===== src/rtl/ibex_testrig_pkg.sv =====
// Shared types for the TestRIG local-memory arbiter.
//   mem_port_e : which core port owns a grant/response
//   mem_rsp_t  : one-entry response pipe payload
package ibex_testrig_pkg;

  typedef enum logic {
    PORT_INSTR = 1'b0,
    PORT_DATA  = 1'b1
  } mem_port_e;

  typedef struct packed {
    logic      valid;
    mem_port_e port;
    logic      is_write;
    logic      err;
  } mem_rsp_t;

  // Bit position of the CHERIoT capability tag within a 33-bit word
  localparam int unsigned TAG_BIT = 32;
  localparam int unsigned WORD_W  = 33;

endpackage


===== src/rtl/ibex_testrig_rr_arb2.sv =====
// Two-way round-robin arbiter between the fetch and data ports.
// Ports:
//   i_clk, i_rst           : clock, synchronous active-high reset
//   i_req_instr/i_req_data : requests
//   o_gnt_instr/o_gnt_data : combinational one-hot (or zero) grants
// The loser of the previous conflict wins the next one; single requesters
// are granted directly and do not disturb the history.
module ibex_testrig_rr_arb2
  import ibex_testrig_pkg::*;
(
  input  logic i_clk,
  input  logic i_rst,
  input  logic i_req_instr,
  input  logic i_req_data,
  output logic o_gnt_instr,
  output logic o_gnt_data
);

  mem_port_e r_last_winner;
  logic      w_conflict;

  // Grant selection; nothing is granted while reset is held
  always_comb begin
    o_gnt_instr = 1'b0;
    o_gnt_data  = 1'b0;
    w_conflict  = i_req_instr & i_req_data;
    if (!i_rst) begin
      if (w_conflict) begin
        if (r_last_winner == PORT_INSTR) begin
          o_gnt_data = 1'b1;
        end else begin
          o_gnt_instr = 1'b1;
        end
      end else begin
        o_gnt_instr = i_req_instr;
        o_gnt_data  = i_req_data;
      end
    end
  end

  // History only moves on conflict cycles
  always_ff @(posedge i_clk) begin
    if (i_rst) begin
      r_last_winner <= PORT_INSTR;
    end else if (w_conflict) begin
      r_last_winner <= o_gnt_data ? PORT_DATA : PORT_INSTR;
    end
  end

endmodule


===== src/rtl/ibex_testrig_mem_arb.sv =====
// Arbitrates Ibex fetch and data ports onto one single-port 33-bit tagged SRAM.
// Ports:
//   clk_i, rst_i             : clock, synchronous active-high reset
//   instr_*                  : fetch port (req/gnt/rvalid/addr/rdata/err)
//   data_*                   : data port (req/gnt/rvalid/we/be/addr/wdata/rdata/err)
//   ram_*                    : SRAM side, read data returns one cycle after req
//   conflict_cnt_o           : saturating count of cycles with both requests high
// Grants and SRAM strobes are combinational from the requests; responses come
// from a one-entry register so a new grant can overlap the previous response.
module ibex_testrig_mem_arb
  import ibex_testrig_pkg::*;
#(
  parameter int unsigned Depth    = 16384,
  parameter logic [31:0] BaseAddr = 32'h8000_0000,
  localparam int unsigned AddrW   = $clog2(Depth)
) (
  input  logic             clk_i,
  input  logic             rst_i,

  input  logic             instr_req_i,
  output logic             instr_gnt_o,
  output logic             instr_rvalid_o,
  input  logic [31:0]      instr_addr_i,
  output logic [32:0]      instr_rdata_o,
  output logic             instr_err_o,

  input  logic             data_req_i,
  output logic             data_gnt_o,
  output logic             data_rvalid_o,
  input  logic             data_we_i,
  input  logic [3:0]       data_be_i,
  input  logic [31:0]      data_addr_i,
  input  logic [32:0]      data_wdata_i,
  output logic [32:0]      data_rdata_o,
  output logic             data_err_o,

  output logic             ram_req_o,
  output logic             ram_we_o,
  output logic [4:0]       ram_be_o,
  output logic [AddrW-1:0] ram_addr_o,
  output logic [32:0]      ram_wdata_o,
  input  logic [32:0]      ram_rdata_i,

  output logic [15:0]      conflict_cnt_o
);

  localparam logic [31:0] MemBytes = 32'(Depth * 4);

  logic        w_gnt_instr;
  logic        w_gnt_data;
  logic        w_gnt_any;
  logic [31:0] w_addr;
  logic [31:0] w_off;
  logic        w_in_range;
  logic        w_ram_req;
  logic        w_rsp_live;
  logic [32:0] w_rsp_rdata;
  mem_rsp_t    w_rsp_d;
  mem_rsp_t    r_rsp;
  logic [15:0] r_conflict_cnt;

  ibex_testrig_rr_arb2 u_arb (
    .i_clk       (clk_i),
    .i_rst       (rst_i),
    .i_req_instr (instr_req_i),
    .i_req_data  (data_req_i),
    .o_gnt_instr (w_gnt_instr),
    .o_gnt_data  (w_gnt_data)
  );

  assign instr_gnt_o = w_gnt_instr;
  assign data_gnt_o  = w_gnt_data;
  assign w_gnt_any   = w_gnt_instr | w_gnt_data;

  // Decode the granted port's address; offset wraps so below-base is out of range
  assign w_addr     = w_gnt_data ? data_addr_i : instr_addr_i;
  assign w_off      = w_addr - BaseAddr;
  assign w_in_range = (w_off < MemBytes);
  assign w_ram_req  = w_gnt_any & w_in_range;

  // SRAM strobes; all zero when no in-range access is granted
  always_comb begin
    ram_req_o   = 1'b0;
    ram_we_o    = 1'b0;
    ram_be_o    = 5'h00;
    ram_addr_o  = '0;
    ram_wdata_o = '0;
    if (w_ram_req) begin
      ram_req_o  = 1'b1;
      ram_addr_o = w_off[AddrW+1:2];
      if (w_gnt_data && data_we_i) begin
        ram_we_o    = 1'b1;
        ram_be_o    = {1'b1, data_be_i};
        // Tag survives only a full-word write; any partial write clears it
        ram_wdata_o = {data_wdata_i[TAG_BIT] & (data_be_i == 4'hF), data_wdata_i[31:0]};
      end else begin
        ram_be_o = 5'h1F;
      end
    end
  end

  // Response payload for this cycle's grant
  always_comb begin
    w_rsp_d          = '0;
    w_rsp_d.valid    = w_gnt_any;
    w_rsp_d.port     = w_gnt_data ? PORT_DATA : PORT_INSTR;
    w_rsp_d.is_write = w_gnt_data & data_we_i;
    w_rsp_d.err      = ~w_in_range;
  end

  always_ff @(posedge clk_i) begin
    if (rst_i) begin
      r_rsp <= '0;
    end else begin
      r_rsp <= w_rsp_d;
    end
  end

  // Suppress a response that would otherwise surface during reset
  assign w_rsp_live  = r_rsp.valid & ~rst_i;
  assign w_rsp_rdata = (w_rsp_live && !r_rsp.is_write && !r_rsp.err) ? ram_rdata_i : '0;

  assign instr_rvalid_o = w_rsp_live & (r_rsp.port == PORT_INSTR);
  assign data_rvalid_o  = w_rsp_live & (r_rsp.port == PORT_DATA);
  assign instr_err_o    = instr_rvalid_o & r_rsp.err;
  assign data_err_o     = data_rvalid_o & r_rsp.err;
  assign instr_rdata_o  = instr_rvalid_o ? w_rsp_rdata : '0;
  assign data_rdata_o   = data_rvalid_o ? w_rsp_rdata : '0;

  // Saturating conflict counter
  always_ff @(posedge clk_i) begin
    if (rst_i) begin
      r_conflict_cnt <= 16'h0000;
    end else if (instr_req_i && data_req_i && (r_conflict_cnt != 16'hFFFF)) begin
      r_conflict_cnt <= r_conflict_cnt + 16'd1;
    end
  end

  assign conflict_cnt_o = r_conflict_cnt;

endmodule


===== config.mk =====
export PLATFORM = sky130hd
export DESIGN_NAME = ibex_testrig_mem_arb
export DESIGN_NICKNAME = d
export VERILOG_FILES = /design/src/rtl/ibex_testrig_pkg.sv /design/src/rtl/ibex_testrig_rr_arb2.sv /design/src/rtl/ibex_testrig_mem_arb.sv
export SDC_FILE = /design/constraint.sdc
export NUM_CORES = 1
export LEC_CHECK = 0
export BUFFER_PORTS_ARGS = -buffer_cell sky130_fd_sc_hd__clkbuf_2
export CELL_PAD_IN_SITES_DETAIL_PLACEMENT = 0
export CELL_PAD_IN_SITES_GLOBAL_PLACEMENT = 2
export CORE_UTILIZATION = 15
export CTS_BUF_LIST = sky130_fd_sc_hd__clkbuf_8
export CTS_CLUSTER_DIAMETER = 150
export DETAILED_ROUTE_END_ITERATION = 8
export PLACE_DENSITY = 0.95
export SETUP_SLACK_MARGIN = 0.5
export SLEW_MARGIN = 20
export SYNTH_ARGS = -nofsm -noshare
export SYNTH_HDL_FRONTEND = slang
export SYNTH_SLANG_ARGS = --single-unit

===== constraint.sdc =====
create_clock -name clk_i -period 2.84 [get_ports clk_i]
set_input_delay 0.426 -clock clk_i [delete_from_list [all_inputs] [get_ports clk_i]]
set_output_delay 0.426 -clock clk_i [all_outputs]
set_load 0.05 [all_outputs]

Word level (Yosys, flattened, before mapping)
Index checks and enable logic that the tools add are counted.

cells by class
  $add $sub $neg = 2
  multiply operators = 0
  divide/modulo/power cells = 0
  magnitude comparators = 1
  equal/unequal tests = 2
  shifts and indexed selects = 0
  muxes and demuxes = 19
  bitwise gates (word level) = 13
  reductions and logical operators = 7

operator list
  cell                      count
  $mux W33                  5
  $lt A32 B17 Y1 const B    1
  $mux W32                  1
  $sub A32 B32 Y32 const B  1
  $add A16 B1 Y16 const B   1
  $ne A16 B16 Y1 const B    1
  $mux W14                  1
  $mux W1                   10
  $and A1 B1 Y1             9
  $logic_and A1 B1 Y1       5
  $mux W5                   1
  $eq A4 B4 Y1 const B      1
  $mux W4                   1
  $not A1 Y1                3
  $logic_not A1 Y1          2
  $or A1 B1 Y1              1

word-level totals
  bits in registers = 21
  latch bits = 0
  memory bits (writable) = 0
  memory bits (read-only) = 0
  input port bits = 139
  output and inout port bits = 142
  logic and storage cells = 50
  memories kept = 0

Depth between registers and ports, before layout
  depth after elaboration = 8
  depth in mapped cells = 7
  mapped depth without buffers = 5

Cells and area by module
From an unflattened synthesis, not the netlist that was laid out.

second synthesis, totals
  cell total of the unflattened synthesis = 287
  area, all modules = 2117.0 µm²

modules (own cells, without submodules)
  module                instances  cells each  area each (µm²)
  ibex_testrig_mem_arb  1          279         2045.7
  ibex_testrig_rr_arb2  1          8           71.3

Worst setup path before layout
Ideal clock, no wire load.

  path type = input to output
  start = input port rst_i
  end = output port ram_be_o[4]
  arrival time = 2660 ps
  data required time = 2414 ps
  slack = -246 ps
  cell stages on the path = 7
  buffers on the path = 3
  cells stage by stage = buf_6 > nor2b_2 > and2_1 > or3_1 > clkbuf_1 > a21oi_1 > buf_4

on the way
  cells in the longest elaborated chain, start to end = 6
  elaborated cells on any way between the ends = 8
  classes of those cells = 1 x add/sub; 1 x order compare; 4 x mux; 2 x bitwise

RTL lines
  item                RTL line                    source
  start: declaration  ibex_testrig_mem_arb.sv:18  input logic rst_i,
  $mux W1 (*)         ibex_testrig_rr_arb2.sv:27  if (!i_rst) begin
  net data_gnt_o      ibex_testrig_mem_arb.sv:28  output logic data_gnt_o,
  $mux W32            ibex_testrig_mem_arb.sv:76  assign w_addr = w_gnt_data ? data_addr_i : instr_addr_i;
  $sub A32 B32 Y32    ibex_testrig_mem_arb.sv:77  assign w_off = w_addr - BaseAddr;
  $lt A32 B17 Y1      ibex_testrig_mem_arb.sv:78  assign w_in_range = (w_off < MemBytes);
  $and A1 B1 Y1 (*)   ibex_testrig_mem_arb.sv:79  assign w_ram_req = w_gnt_any & w_in_range;
  $mux W5 (*)         ibex_testrig_mem_arb.sv:88  if (w_ram_req) begin
  end: declaration    ibex_testrig_mem_arb.sv:39  output logic [4:0] ram_be_o,

The timed path passes the listed nets; every way through them passes the cells marked *.

Final worst setup path
  start = input port data_req_i
  end = output port ram_be_o[4]

on the way
  cells in the longest elaborated chain, start to end = 8
  elaborated cells on any way between the ends = 11
  classes of those cells = 1 x add/sub; 1 x order compare; 6 x mux; 3 x bitwise

RTL lines
  item                RTL line                    source
  start: declaration  ibex_testrig_mem_arb.sv:27  input logic data_req_i,
  $and A1 B1 Y1       ibex_testrig_rr_arb2.sv:26  w_conflict = i_req_instr & i_req_data;
  $mux W1             ibex_testrig_rr_arb2.sv:28  if (w_conflict) begin
  $mux W1             ibex_testrig_rr_arb2.sv:27
  $mux W32            ibex_testrig_mem_arb.sv:76
  $sub A32 B32 Y32    ibex_testrig_mem_arb.sv:77
  $lt A32 B17 Y1      ibex_testrig_mem_arb.sv:78
  $and A1 B1 Y1 (*)   ibex_testrig_mem_arb.sv:79
  $mux W5 (*)         ibex_testrig_mem_arb.sv:88

Mark *: on every way between the ends. The rest lies on a longest branch, timed or not.

==> impl_metrics.toml <==
[placement]
dp_hpwl_um = 8880
pre_cts_ws_ns = 0.349
place_congestion = 0.822
dp_cells = 730
portBuffers = 276

[clocking]
cts_max_path_buffers = 2
numCtsBuffers = 3
clkTransAtPathRegs_ns = 0.08
hold_buffers = 0
cts-root-buf = "clkbuf_8"
cts_tree = "built"
clock_latency_ns = 0.27
htree_levels = 1
clkSinkCount = 21

[routing]
drtIter0Drc = 133
viasPerCell = 4.15
drt-wirelength-per-cell_um = 14.1
antenna_left = 0
route.detailed.drc = 0
drt_wl_total_um = 10300
detail_route.first_pass.iterations = 6
vias = 3049

[synth]
yosys-top-cells-count = "and2_1 (103), dfxtp_1 (21), a22o_1 (14), nor2_1 (14), clkbuf_1 (12)"
synth_edf_count = 0
synth_top_area_cell = "and2_1"
ys.flop_type = "dfxtp_1"
ys.warnings.count = 0
syn_area_sq_mm = 0.00212
syn_inst = 285
synth-seq-area-share_pct = 19.8
synth_most_common_cell = "and2_1"
ys_types = 40
synthArstFlopShare_pct = 0
synth_fp_nets = 425
avgSynthCellArea_sq_um = 7.45
yosys_register_bits = 21
synth_top_area_share_pct = 30.3
ys_top_cells_by_area = "and2_1 (30%), dfxtp_1 (20%), a22o_1 (5.8%)"

[worst_setup_path]
r2r_setup_slack_ns = 0.82
critPathMaxFanout = 6
worstSetupEndpointType = "output pin"
cp_data_required_time_ns = 2.41
crit_path_start_kind = "input pin"
worstSetupPathType = "input pin to output pin"
reg2reg_to = "conflict_cnt_o[9]"
reg2regPathDepth = 5
reg2reg_from = "conflict_cnt_o[0]"
critical_path_arrival_ns = 1.83
startpoint = "data_req_i"

[sta]
layout_setup_ws_ns = 0.581
slew_violations = 0
fin_crit_sh_pct = 79.5
fmax_ghz = 0.443
hold_ws_ns = 0.469
tightest_slew_ns = 0.413
fin_setup_tns_ns = 0
min_period_ns = 2.26
finalHoldViolations = 0
rsz0062_at_grt = "true"
finalSetupViolCount = 0
max_slew_margin_pct = 72.2
finClkSkew_ns = 0.0125

[global_route]
grt_max_degree = 34
grt_pass1_wl_um = 15100
grt_overflow_total = 0
grt_usage_pct = 13.2
antenna_found_initial = 0
grt_pass1_vias = 2659

[floorplan]
coreArea_sq_mm = 0.0138
floorplan.rows = 43
die_w_um = 121
die-area_sq_mm = 0.0146
pin_count = 281
die_y_um = 121
initial_core_util_pct = 15.4

[cells_and_area]
nets = 695
drive_above_1_share_pct = 69.3
insertedDiodeCount = 0
area_delta_synth_final_pct = 110
final_cells = 734
fin_util_pct = 32.2

[flow_run]
drv_cap = 0

[power_and_ir_drop]
power.leakage_uw = 0.00228
irDropWorstVdd_mv = 0.129
pwr_density_cell_mw_per_mm2 = 170

[worst_hold_path]
hp-class = "input pin to register"
worstHoldPathCells = 2
hold_path_end = "r_rsp[1]"
min_from = "data_we_i"

[outcome]
outcome = "finished clean"
cell usage in the layout, fill, tap and decap left out, types with 2 or more instances in the layout:
master      n
nor3_1      6
mux2_2      3
dfxtp_1    20
and4_1      2
clkbuf_8    7
buf_6       2
nor2_1     14
nor4_4      4
clkbuf_4   19
and2_4     12
nor2b_1     3
nand4_2     2
inv_1       5
and3_1      6
buf_12     28
nand2_1     8
and2_2     58
o21ai_0     8
a31oi_1     3
nor4_1      8
a22o_1     14
o22ai_2     4
buf_4      12
clkbuf_2  217
nor3b_2     2
and2_1     33
or3_1       8
o211ai_1    2
nand4_1     6
nor3b_4     2
nand3_1     6
a21oi_1    10
buf_2       2
cell families after synthesis:
kind of cell	Yosys count	synth area share [%]
and+or+nand+nor	190	57.4
AOI/OAI and AO/OA	44	13.7
muxes	4	2.30
adders and majority gates	1	0.589
xor gates and xnor gates	1	0.413
buffers and inverters	24	5.77
DFF	21	19.8
layer usage:
layer	part of all wire, %	GRT usage, %	up-vias
met5	0	0	-
met3	11	4.56	6
met2	50	23.0	157
met4	0.94	2.78	0
met1	38	15.4	1350
li1	-	-	1536
worst max-delay path, stage by stage:
cell and delay (ns):
clkbuf_2 0.14, nor2b_2 0.19, and2_2 0.21, or3_4 0.47, a21oi_4 0.16, clkbuf_4 0.24
worst max path at each step:
stage,endpoint,slack (ns),depth (start not counted)
3_3_place_gp,ram_be_o[2],0.32,6
4_1_cts,ram_wdata_o[12],0.51,7
5_1_grt,ram_addr_o[1],0.46,6
2_1_floorplan,ram_be_o[4],0.32,7
3_5_place_dp,ram_be_o[1],0.35,6
6_report,ram_be_o[4],0.58,6
per-stage QoR:
| step | instance area [sq um] | total power (uW) |
|---|---|---|
| detailed placement | 4260 | 559 |
| global placement | 4260 | 557 |
| finish | 4450 | 758 |
| global route | 4450 | 806 |
| CTS | 4410 | 770 |
| floorplan | 2300 | 433 |
final cells by class:
| type | instances | area [sq um] |
|---|---|---|
| clock buffers | 3 | 41.3 |
| clock inverters | 1 | 5.00 |
| fillers | 1488 | 9380 |
| inverters | 5 | 18.8 |
| multi-input cells | 240 | 1770 |
| flip-flops and latches | 21 | 422 |
| well taps | 180 | 225 |
| repair buffers | 284 | 1970 |
timing repair:
action / in CTS / in global routing
buffers inserted: 0 / 0
setup endpoints to repair: 26 / 55
endpoints found under the hold margin: 0 / 0
resized for setup: 32 / 25
flip-flops by register name, summed over array words and instances, names as in the netlist:
signal	count
u_arb.r_last_winner	1
conflict_cnt_o	16
r_rsp	4
report_power, final:
| part | total (uW) | leakage (uW) | switching, uW | internal [uW] |
|---|---|---|---|---|
| sequential | 307 | 0.000171 | 7.00 | 300 |
| combinational | 245 | 0.00209 | 137 | 108 |
| clock | 206 | 0.0000255 | 108 | 97.9 |
No activity file was read; power rests on OpenSTA's default activity.
